`config.mk`:
```
export PLATFORM = sky130hd
export DESIGN_NAME = video_sync_gen
export DESIGN_NICKNAME = d
export VERILOG_FILES = /design/src/rtl/video_timing_pkg.sv /design/src/rtl/video_timing_axis.sv /design/src/rtl/video_sync_gen.sv
export SDC_FILE = /design/constraint.sdc
export NUM_CORES = 1
export LEC_CHECK = 0
export BUFFER_PORTS_ARGS = -buffer_cell sky130_fd_sc_hd__buf_2
export CORE_AREA = 8 8 81 98
export CTS_CLUSTER_DIAMETER = 150
export DETAILED_ROUTE_END_ITERATION = 16
export DIE_AREA = 0 0 89 106
export PLACE_DENSITY = 0.65
export SKIP_CTS_REPAIR_TIMING = 1
export SLEW_MARGIN = 15
export SYNTH_ARGS = -nofsm -noshare
export SYNTH_HDL_FRONTEND = slang
export SYNTH_SLANG_ARGS = --single-unit
```
`constraint.sdc`:
```
create_clock -name video_clk_pix -period 5.25 [get_ports video_clk_pix]
set_clock_uncertainty 0.15 [all_clocks]
set_input_delay 0.7875 -clock video_clk_pix [delete_from_list [all_inputs] [get_ports video_clk_pix]]
set_output_delay 0.7875 -clock video_clk_pix [all_outputs]
set_load 0.05 [all_outputs]
```
`src/rtl/video_timing_pkg.sv`:
```
// Shared video timing description: per-axis res/porch/sync figures plus sync
// polarities, the standard modes used by the demos, and helpers that turn a
// mode into the signed counter limits (blanking negative, active from 0).
package video_timing_pkg;

  typedef struct packed {
    int h_res;
    int h_fp;
    int h_sync;
    int h_bp;
    int v_res;
    int v_fp;
    int v_sync;
    int v_bp;
    bit h_pol;
    bit v_pol;
  } timing_t;

  localparam timing_t TIMING_480P60 = '{
    h_res: 640,  h_fp: 16,  h_sync: 96, h_bp: 48,
    v_res: 480,  v_fp: 10,  v_sync: 2,  v_bp: 33,
    h_pol: 1'b0, v_pol: 1'b0
  };

  localparam timing_t TIMING_720P60 = '{
    h_res: 1280, h_fp: 110, h_sync: 40, h_bp: 220,
    v_res: 720,  v_fp: 5,   v_sync: 5,  v_bp: 20,
    h_pol: 1'b1, v_pol: 1'b1
  };

  function automatic int h_sta(timing_t t);
    return -(t.h_fp + t.h_sync + t.h_bp);
  endfunction

  function automatic int h_end(timing_t t);
    return t.h_res - 1;
  endfunction

  function automatic int hs_sta(timing_t t);
    return h_sta(t) + t.h_fp;
  endfunction

  function automatic int hs_end(timing_t t);
    return hs_sta(t) + t.h_sync - 1;
  endfunction

  function automatic int v_sta(timing_t t);
    return -(t.v_fp + t.v_sync + t.v_bp);
  endfunction

  function automatic int v_end(timing_t t);
    return t.v_res - 1;
  endfunction

  function automatic int vs_sta(timing_t t);
    return v_sta(t) + t.v_fp;
  endfunction

  function automatic int vs_end(timing_t t);
    return vs_sta(t) + t.v_sync - 1;
  endfunction

endpackage

```
`src/rtl/video_timing_axis.sv`:
```
// One axis of the raster: a signed counter running STA..END that steps when
// adv is high and wraps END->STA. Reset parks it at END so the first advance
// after reset lands on STA. The sync/active flags describe the *next*
// position so the parent can register them alongside the counter.
module video_timing_axis #(
  parameter int W        = 16,
  parameter int STA      = -160,
  parameter int END      = 639,
  parameter int SYNC_STA = -144,
  parameter int SYNC_END = -49
) (
  input  logic                clk,
  input  logic                srst,
  input  logic                adv,
  output logic signed [W-1:0] pos,
  output logic                wrap,
  output logic                sync_d,
  output logic                active_d
);

  localparam logic signed [W-1:0] STA_V  = STA[W-1:0];
  localparam logic signed [W-1:0] END_V  = END[W-1:0];
  localparam logic signed [W-1:0] SS_V   = SYNC_STA[W-1:0];
  localparam logic signed [W-1:0] SE_V   = SYNC_END[W-1:0];
  localparam logic signed [W-1:0] ONE_V  = {{(W-1){1'b0}}, 1'b1};

  logic signed [W-1:0] pos_q;
  logic signed [W-1:0] pos_d;

  // Next position plus the window flags evaluated at that position.
  always_comb begin
    pos_d = pos_q;
    if (adv) begin
      pos_d = (pos_q == END_V) ? STA_V : pos_q + ONE_V;
    end
    wrap     = (pos_q == END_V);
    sync_d   = (pos_d >= SS_V) && (pos_d <= SE_V);
    active_d = !pos_d[W-1];
  end

  // Position register; reset parks on the last pixel/line.
  always_ff @(posedge clk) begin
    if (srst) begin
      pos_q <= END_V;
    end else begin
      pos_q <= pos_d;
    end
  end

  assign pos = pos_q;

endmodule

```
`src/rtl/video_sync_gen.sv`:
```
// Pixel-clock timing generator. Two axis counters produce the signed raster
// position; syncs, enable and strobes are computed from the next position
// and registered so every output describes the pixel currently on sx/sy.
module video_sync_gen
  import video_timing_pkg::*;
#(
  parameter int COORDSPC = 16,
  parameter int H_RES    = TIMING_480P60.h_res,
  parameter int H_FP     = TIMING_480P60.h_fp,
  parameter int H_SYNC   = TIMING_480P60.h_sync,
  parameter int H_BP     = TIMING_480P60.h_bp,
  parameter int V_RES    = TIMING_480P60.v_res,
  parameter int V_FP     = TIMING_480P60.v_fp,
  parameter int V_SYNC   = TIMING_480P60.v_sync,
  parameter int V_BP     = TIMING_480P60.v_bp,
  parameter bit H_POL    = TIMING_480P60.h_pol,
  parameter bit V_POL    = TIMING_480P60.v_pol,
  parameter int FCNTW    = 16
) (
  input  logic                       video_clk_pix,
  input  logic                       video_rst_pix,
  output logic signed [COORDSPC-1:0] sx,
  output logic signed [COORDSPC-1:0] sy,
  output logic                       hsync,
  output logic                       vsync,
  output logic                       video_enable,
  output logic                       frame_start,
  output logic                       line_start,
  output logic [FCNTW-1:0]           frame_count
);

  localparam timing_t TIM = '{
    h_res: H_RES, h_fp: H_FP, h_sync: H_SYNC, h_bp: H_BP,
    v_res: V_RES, v_fp: V_FP, v_sync: V_SYNC, v_bp: V_BP,
    h_pol: H_POL, v_pol: V_POL
  };

  localparam int H_STA_C  = h_sta(TIM);
  localparam int H_END_C  = h_end(TIM);
  localparam int HS_STA_C = hs_sta(TIM);
  localparam int HS_END_C = hs_end(TIM);
  localparam int V_STA_C  = v_sta(TIM);
  localparam int V_END_C  = v_end(TIM);
  localparam int VS_STA_C = vs_sta(TIM);
  localparam int VS_END_C = vs_end(TIM);

  localparam longint C_MIN = -(longint'(1) << (COORDSPC - 1));
  localparam longint C_MAX = (longint'(1) << (COORDSPC - 1)) - 1;

  if (COORDSPC < 2 || COORDSPC > 32 ||
      H_STA_C < C_MIN || V_STA_C < C_MIN ||
      H_END_C > C_MAX || V_END_C > C_MAX) begin : g_bad_coordspc
    $error("video_sync_gen: COORDSPC=%0d cannot hold the coordinate range", COORDSPC);
  end

  if (H_SYNC < 1 || V_SYNC < 1 || H_RES < 1 || V_RES < 1) begin : g_bad_timing
    $error("video_sync_gen: sync widths and resolutions must be at least 1");
  end

  logic h_wrap, h_sync_d, h_active_d;
  logic v_wrap, v_sync_d, v_active_d;

  video_timing_axis #(
    .W(COORDSPC), .STA(H_STA_C), .END(H_END_C),
    .SYNC_STA(HS_STA_C), .SYNC_END(HS_END_C)
  ) u_h_axis (
    .clk      (video_clk_pix),
    .srst     (video_rst_pix),
    .adv      (1'b1),
    .pos      (sx),
    .wrap     (h_wrap),
    .sync_d   (h_sync_d),
    .active_d (h_active_d)
  );

  video_timing_axis #(
    .W(COORDSPC), .STA(V_STA_C), .END(V_END_C),
    .SYNC_STA(VS_STA_C), .SYNC_END(VS_END_C)
  ) u_v_axis (
    .clk      (video_clk_pix),
    .srst     (video_rst_pix),
    .adv      (h_wrap),
    .pos      (sy),
    .wrap     (v_wrap),
    .sync_d   (v_sync_d),
    .active_d (v_active_d)
  );

  logic             hsync_q, hsync_d;
  logic             vsync_q, vsync_d;
  logic             video_enable_q, video_enable_d;
  logic             line_start_q, line_start_d;
  logic             frame_start_q, frame_start_d;
  logic [FCNTW-1:0] frame_count_q, frame_count_d;

  // Output values for the next pixel; a wrap on the current pixel means the
  // next one starts a line (and a frame when both axes wrap together).
  always_comb begin
    hsync_d        = h_sync_d ? H_POL : !H_POL;
    vsync_d        = v_sync_d ? V_POL : !V_POL;
    video_enable_d = h_active_d && v_active_d;
    line_start_d   = h_wrap;
    frame_start_d  = h_wrap && v_wrap;
    frame_count_d  = frame_start_d ? frame_count_q + FCNTW'(1) : frame_count_q;
  end

  // Output registers; frame_count resets to all ones so the first frame is 0.
  always_ff @(posedge video_clk_pix) begin
    if (video_rst_pix) begin
      hsync_q        <= !H_POL;
      vsync_q        <= !V_POL;
      video_enable_q <= 1'b0;
      line_start_q   <= 1'b0;
      frame_start_q  <= 1'b0;
      frame_count_q  <= '1;
    end else begin
      hsync_q        <= hsync_d;
      vsync_q        <= vsync_d;
      video_enable_q <= video_enable_d;
      line_start_q   <= line_start_d;
      frame_start_q  <= frame_start_d;
      frame_count_q  <= frame_count_d;
    end
  end

  assign hsync        = hsync_q;
  assign vsync        = vsync_q;
  assign video_enable = video_enable_q;
  assign line_start   = line_start_q;
  assign frame_start  = frame_start_q;
  assign frame_count  = frame_count_q;

endmodule

```
; Word level (Yosys, flattened, before mapping)
; Cells that the tools add are included.
[totals]
ff_bits = 53
out_inout_bits = 53
word_cells = 28
[op_classes]
n_addsub = 3
order_cmp = 4
n_eq_ne = 2
mux = 5
n_reduce_logical = 6
[ops]
columns = operator, n
row1 = two-way mux 16 bit, 3
row2 = adder 16 x 2 -> 16 bit (second input constant), 2
row3 = <= comparator 16 x 7 -> 1 bit (second input constant), 2
row4 = adder 16 x 1 -> 16 bit (second input constant), 1
row5 = == test 16 x 10 -> 1 bit (second input constant), 1
row6 = == test 16 x 11 -> 1 bit (second input constant), 1
row7 = >= comparator 16 x 7 -> 1 bit (second input constant), 1
row8 = >= comparator 16 x 9 -> 1 bit (second input constant), 1
row9 = logical AND 1 bit, 4
row10 = logical NOT 1 bit, 2
row11 = two-way mux 1 bit, 2

; Longest topological paths before layout
; Gate-level depths: netlist (run 1).
[depth]
depth_word = 6
mapped_depth = 10

; By module
; Synthesis (run 1) repeated with hierarchy kept, for this count alone.
[hier_totals]
hier_cells = 340
area_unflattened_um2 = 2967.8
[by_module_without_submodules]
columns = module, instances, cells_per_inst, area_each_um2
row1 = video_timing_axis (u_h_axis), 1, 135, 1099.8
row2 = video_timing_axis (u_v_axis), 1, 114, 1036.0
row3 = video_sync_gen, 1, 91, 832.0

; Worst setup path before layout (run 1)
; Ideal clock, no wire load.
[synth_path]
path_type = reg-to-reg
from = reg u_h_axis.pos_q[1], in the netlist u_h_axis.pos[1]
to = reg frame_count_q[13], in the netlist frame_count[13]
setup_ps = 127
arrival_time_ps = 2634
required_ps = 4973
slack_ps = 2339
path_stages_with_launch = 11
synth_period_minus_slack_ps = 2911
cell_sequence = dfxtp_1 ha_1 and4_1 buf_2 nand4_4 nor2_8 nand3_4 or2_1 buf_6 o21a_1 or3_1
[synth_between]
elab_chain_len = 2
[synth_lines]
columns = item, line
row1 = from (decl), video_timing_axis.sv:27  ; logic signed [W-1:0] pos_q;
row2 = from (signal assigned), video_timing_axis.sv:46  ; pos_q <= pos_d;
row3 = == test 16 x 11 -> 1 bit, video_timing_axis.sv:36  ; wrap = (pos_q == END_V);
row4 = logical AND 1 bit, video_sync_gen.sv:103  ; frame_start_d = h_wrap && v_wrap;
row5 = to (signal assigned), video_sync_gen.sv:122  ; frame_count_q <= frame_count_d;
row6 = to (decl), video_sync_gen.sv:94  ; logic [FCNTW-1:0] frame_count_q, frame_count_d;
; No other way between the ends.
; A chain may end at the register's enable or synchronous reset.

; Worst setup path after layout (run 1)
[layout_path]
from = reg u_v_axis.pos_q[0], in the netlist u_v_axis.pos[0]
to = reg frame_count_q[13], in the netlist frame_count[13]
[layout_between]
elab_chain_len = 2
[layout_lines]
columns = item, line
row1 = from (decl), video_timing_axis.sv:27
row2 = from (signal assigned), video_timing_axis.sv:46
row3 = == test 16 x 10 -> 1 bit, video_timing_axis.sv:36
row4 = logical AND 1 bit, video_sync_gen.sv:103
; No other way between the ends.

==> key figures, run 1 <==
Floorplan
  • Die Width: 89 um
  • Die Height: 106 um
  • Io pins: 55
  • Core ar.: 0.006524 sq mm
  • Die ar.: 0.009434 sq mm
  • FP Rows: 33
  • Initial core utilization: 41.60%

Placement
  • Detailed placement HPWL: 4910 um
  • DP Cell Count: 437
  • PortBufs: 54
  • RD Place Congestion: 0.8807
  • DP Area: 0.003025 sq mm

Detailed routing
  • Vias after detailed routing: 2450
  • Number of DRC markers in iteration 0: 265
  • Routed len/inst: 15.18 um
  • DRC: 0
  • Drt first pass iters: 4
  • Total Routed Length: 6757 um
  • Via/cell ratio: 5.506
  • DRT antenna net count: 0

Worst setup path
  • Worst setup SP type: flop
  • Critical path capture point type: flop
  • Slowest cell on crit path: dfxtp_1
  • Crit path kind: reg2reg
  • WP data arrival: 2930 ps
  • Reg2Reg Depth: 8
  • WP buf/inv: 0
  • Crit path max fanout: 13
  • Delay-heaviest family, CP: simple AND/OR/NAND/NOR gates
  • Reg2Reg Setup Slack: 2360 ps
  • Req. time, crit path: 5290 ps
  • Capturing point of the worst reg2reg path: frame_count[13]
  • CP peak stage delay: 460 ps
  • Critical R2R Launch: u_v_axis.pos[0]
  • Crit-path cells: ha_1 > and3_1 > nand4_2 > nor2_8 > nand3_4 > or2_1 > o21a_1 > or3_1

Power and ir drop
  • Max VDD drop: 483.1 uV
  • Sequential share of power: 29.4%
  • PD cells: 718.0 mW/mm^2
  • Comb power frac: 60.3%
  • Internal Power: 1016 uW
  • Leakage Power: 0.001240 uW
  • Clk pwr share: 10.3%
  • Switch share: 54.51%
  • Net Switching: 1218 uW

Clock tree
  • Clk Latency, worst-skew pair: 310 ps
  • # H-tree levels: 2
  • Maximum root-to-sink buffer count: 2
  • CTS tree: yes
  • CTS buffer count: 5
  • Clk slew on worst S/H paths: 100 ps
  • Clk sink count: 53
  • CTS Root Cell: clkbuf_8

Layout
  • Final Util: 47.70%
  • Layout Nets: 363
  • Area Growth Syn to Fin: 14.66%
  • Post-route insts no fill: 445
  • Post-route design area: 0.003112 sq mm
  • Ratio of cells with drive above 1 in the final layout: 20.39%
  • ANT cells: 0

STA
  • Hold_ws: 391.9 ps
  • Fin Setup TNS: 0 ps
  • Slew Viols, Final: 0
  • RSZ-0062 raised after global routing: false
  • Final hold vios: 0
  • Maximum clock frequency: 346.1 MHz
  • Tcrit/Tclk final: 55.03%
  • Setup Viol. Count Final: 0
  • Slew HR: 46.61%
  • Least-Margin Pin Slew: 800.9 ps
  • Post-route minimum period: 2889 ps

Synth
  • Post-synth EDFFs: 0
  • Mapped Cells: 310
  • Ys flop type: dfxtp_1
  • Yosys warnings: 0
  • Share of synthesized registers carrying an async set or reset: 0%
  • Synth cell types: 53
  • Cell area after synthesis: 0.002714 sq mm
  • Synth Area per Inst: 8.754 sq um
  • #FFs+latches synth: 53
  • Syn_nets: 316
  • Sequential cell area fraction in the yosys report: 39.10%

Global route
  • First-pass GRT wire length: 11520 um
  • Largest net degree at the start of global routing: 51
  • Number of global-route vias before repair: 2371
  • GRT overflow: 0
  • Initial antenna violation count: 0
  • GR Util All Layers: 15.13%

Outcome
  • Status: finished, final reports clean

Flow run
  • Max-Cap Viols: 0

Worst hold path
  • Hold depth: 2
  • Hold Path Sink: frame_count[4]
  • Hold crit path type: reg2reg
  • Worst Hold Launch: frame_count[4]
==> cell usage in the layout, fill, tap and decap left out, drive strengths merged, types with 5 or more instances in the layout <==
cell,count
clkbuf,6
nand4,15
nor2,19
nand2b,19
nor3,15
nor4,5
o21ai,13
and3,11
nand2,21
a21oi,17
inv,7
xnor2,8
xor2,16
nand3,20
buf,54
dfxtp,53
==> cell type report <==
class / count / area, sq um
inverters: 6 / 22.52
fillers: 666 / 3412
repair buffers: 54 / 270.3
well taps: 87 / 108.9
clock inverters: 2 / 13.76
clock buffers: 6 / 72.57
flip-flops and latches: 53 / 1061
multi-input cells: 237 / 1563
==> flip-flops by register name (all words and copies together), names as in the netlist <==
signal,flops
video_enable,1
frame_count,16
vsync,1
hsync,1
u_h_axis.pos,16
line_start,1
frame_start,1
u_v_axis.pos,16
==> layer usage <==
layer | vias to the layer above | GRT usage (%) | part of all wire, %
met2 | 82 | 24.27 | 47
met4 | 0 | 6.913 | 2.2
met1 | 1130 | 18.42 | 44
met3 | 14 | 3.704 | 6.4
met5 | - | 0 | 0
li1 | 1224 | - | -
==> kinds of logic (layout without fill, tap and decap cells) <==
logic type	Yosys count	in the layout	share of synthesized area [%]
adders and majority gates	4	4	1.844
AOI/OAI and AO/OA	62	62	14.85
xor gates and xnor gates	24	24	7.745
and+or+nand+nor	147	147	33.15
DFF	53	53	39.10
buffers and inverters	20	68	3.319
==> synthesized netlist by cell type (all sizes together), types with 5 or more instances <==
cell	n	area, sq um
xor2	16	140.1
nor2	19	87.58
and3	11	68.82
nand4	15	115.1
nand3	20	112.6
xnor2	8	70.07
o21ai	13	65.06
buf	6	36.28
dfxtp	53	1061
nand2b	19	118.9
a21oi	17	85.08
clkbuf	8	31.28
inv	6	22.52
nor4	5	65.07
nand2	21	78.83
nor3	15	80.08
==> tightest hold or removal path: stages, from the launching register on <==
cell and delay (ps):
dfxtp_1 370, xor2_1 80, nand2b_1 60
==> power groups by stage <==
| stage | registers [uW] | clock network, uW | logic, uW |
|---|---|---|---|
| after global routing | 681 | 254 | 1480 |
| after floorplan | 987 | 0 | 788 |
| final | 656 | 231 | 1350 |
| after detailed placement | 665 | 0 | 1350 |
| after CTS | 656 | 240 | 1350 |
| after global placement | 660 | 0 | 1360 |
==> worst max path at each step <==
stage                                  to  depth (start not counted)  slack, ps       startpoint
after floorplan           frame_count[13]                         10       2340  u_h_axis.pos[1]
after global placement    frame_count[13]                          8       2340  u_v_axis.pos[0]
after detailed placement  frame_count[13]                          8       2380  u_v_axis.pos[0]
after CTS                 frame_count[13]                          8       2360  u_v_axis.pos[0]
after global routing      frame_count[13]                          8       2130  u_v_axis.pos[0]
final                     frame_count[13]                          8       2360  u_v_axis.pos[0]
==> metrics by stage <==
step	power [uW]	setup WS [ps]
global route	2417	2128
floorplan	1775	2339
detailed placement	2018	2377
CTS	2251	2356
finish	2234	2361
global placement	2023	2343
Note: power is estimated with default switching activity, not from simulation.
==> inputs of run 2 (changes only) <==
==> constraint.sdc (replaced) <==
create_clock -name video_clk_pix -period 3 [get_ports video_clk_pix]
set_clock_uncertainty 0.15 [all_clocks]
set_input_delay 0.45 -clock video_clk_pix [delete_from_list [all_inputs] [get_ports video_clk_pix]]
set_output_delay 0.45 -clock video_clk_pix [all_outputs]
set_load 0.05 [all_outputs]
==> key figures, run 2 (synthesis gave the netlist of run 1 again) <==
STA
  • Post-route minimum period: 2756 ps (was 2889 ps)
  • Tcrit/Tclk final: 91.86% (was 55.03%)
  • Final hold vios: 0 (unchanged)
  • Least-Margin Pin Slew: 772.6 ps (was 800.9 ps)
  • Fin Setup TNS: 0 ps (unchanged)
  • Maximum clock frequency: 362.9 MHz (was 346.1 MHz)
  • Slew HR: 48.49% (was 46.61%)
  • Setup WS post-layout: 244.2 ps (was 2361 ps)
  • RSZ-0062 raised after global routing: false (unchanged)
  • Setup Viol. Count Final: 0 (unchanged)
  • Slew Viols, Final: 0 (unchanged)
  • Hold_ws: 374.6 ps (was 391.9 ps)

Detailed routing
  • DRC: 0 (unchanged)
  • Number of DRC markers in iteration 0: 244 (was 265)
  • Total Routed Length: 6697 um (was 6757 um)
  • Routed len/inst: 14.85 um (was 15.18 um)
  • Drt first pass iters: 4 (unchanged)
  • Via/cell ratio: 5.490 (was 5.506)
  • DRT antenna net count: 0 (unchanged)
  • Vias after detailed routing: 2476 (was 2450)

Power and ir drop
  • Comb power frac: 61.3% (was 60.3%)
  • Leakage Power: 0.001262 uW (was 0.001240 uW)
  • Clk pwr share: 10.0% (was 10.3%)
  • PD cells: 1256 mW/mm^2 (was 718.0 mW/mm^2)
  • Switch share: 53.56% (was 54.51%)
  • Net Switching: 2123 uW (was 1218 uW)
  • Internal Power: 1840 uW (was 1016 uW)
  • Max VDD drop: 701.0 uV (was 483.1 uV)
  • Sequential share of power: 28.7% (was 29.4%)

Placement
  • Place WS: 296.7 ps (was 2377 ps)
  • RD Place Congestion: 0.9007 (was 0.8807)
  • Detailed placement HPWL: 4969 um (was 4910 um)
  • PortBufs: 54 (unchanged)

Worst setup path
  • Crit-path cells: ha_1 > and4_1 > and4_1 > buf_4 > a21oi_1 > a31o_2 > nor4b_1 > nand4_1 (was ha_1 > and3_1 > nand4_2 > nor2_8 > nand3_4 > or2_1 > o21a_1 > or3_1)
  • Most frequent CP cell: and4_1
  • Delay-heaviest family, CP: simple AND/OR/NAND/NOR gates (unchanged)
  • Crit path max fanout: 13 (unchanged)
  • Worst setup SP type: flop (unchanged)
  • WP data arrival: 2780 ps (was 2930 ps)
  • Critical path capture point type: flop (unchanged)
  • CP peak stage delay: 540 ps (was 460 ps)
  • WP buf/inv: 1 (was 0)
  • Req. time, crit path: 3030 ps (was 5290 ps)
  • Crit path kind: reg2reg (unchanged)
  • Slowest cell on crit path: and4_1 (was dfxtp_1)

Flow run
  • Max-Cap Viols: 0 (unchanged)

Clock tree
  • CTS tree: yes (unchanged)
  • Clk sink count: 53 (unchanged)
  • # H-tree levels: 2 (unchanged)
  • Clk slew on worst S/H paths: 90 ps (was 100 ps)
  • CTS Root Cell: clkbuf_8 (unchanged)
  • Maximum root-to-sink buffer count: 2 (unchanged)
  • Clk Latency, worst-skew pair: 300 ps (was 310 ps)
  • CTS buffer count: 5 (unchanged)

Layout
  • Filler instances: 686 (was 666)
  • Ratio of cells with drive above 1 in the final layout: 21.43% (was 20.39%)
  • Commonest non-fill, non-tap cell in the layout: buf_2 (unchanged)
  • Final Util: 48.35% (was 47.70%)
  • ANT cells: 0 (unchanged)
  • Layout Nets: 369 (was 363)
  • Area Growth Syn to Fin: 16.23% (was 14.66%)
  • Most frequent cells in the layout: buf_2 (54), dfxtp_1 (53), nand2_1 (21) (unchanged)

Global route
  • Number of global-route vias before repair: 2336 (was 2371)
  • First-pass GRT wire length: 11270 um (was 11520 um)
  • Initial antenna violation count: 0 (unchanged)
  • GR Util All Layers: 14.63% (was 15.13%)
  • Largest net degree at the start of global routing: 51 (unchanged)
  • GRT overflow: 0 (unchanged)

Floorplan
  • Initial core utilization: 41.60% (unchanged)
  • Io pins: 55 (unchanged)
  • Die ar.: 0.009434 sq mm (unchanged)
  • FP Rows: 33 (unchanged)
  • Die Height: 106 um (unchanged)
  • Die Width: 89 um (unchanged)
  • Core ar.: 0.006524 sq mm (unchanged)

Worst hold path
  • Hold crit path type: reg2reg (unchanged)

Outcome
  • Status: finished, final reports clean (unchanged)
-- run 2: stage by stage --
stage                     instance area, sq um  power (uW)  instances
after floorplan                           2714        3107        310
after global placement                    3070        3577        443
after detailed placement                  3070        3584        443
after CTS                                 3154        3991        451
after global routing                      3154        4256        451
final                                     3154        3963        451
-- run 2: final cells by class --
cell class	instances	area, sq um	area share, %
multi-input combinational	237	1563	49.54
sequential	53	1061	33.64
timing repair buffer	60	315.3	9.996
tap	87	108.9	3.451
clock buffer	7	76.32	2.420
inverter	6	22.52	0.7140
clock inverter	1	7.507	0.2380
-- run 2: routing by layer --
metal	up-vias	share of wire, %	global-route usage, %	routed length (um)
met5	-	0	0	0
met2	63	50	24.75	3371
met4	0	1.5	5.244	101
met3	9	4.5	2.778	304
li1	1230	-	-	-
met1	1174	44	17.73	2921
-- run 2: worst paths after layout --
kind                    from              end  slack [ps]  cells after the start
min          frame_count[14]  frame_count[14]         370                      2
min reg2reg  frame_count[14]  frame_count[14]         370                      2
max          u_h_axis.pos[1]            vsync         240                      8
max reg2reg  u_h_axis.pos[1]            vsync         240                      8
-- run 2: worst min-delay path: stages, from the launching register on --
cell	delay, ps
dfxtp_1	370
xor2_1	80
nand2b_1	60
-- run 2: power by group through the flow --
stage | clock network (uW) | logic, uW | registers [uW]
after floorplan | 0 | 1380 | 1730
after global placement | 0 | 2430 | 1150
after detailed placement | 0 | 2430 | 1150
after CTS | 411 | 2440 | 1140
after global routing | 444 | 2630 | 1180
final | 397 | 2430 | 1140
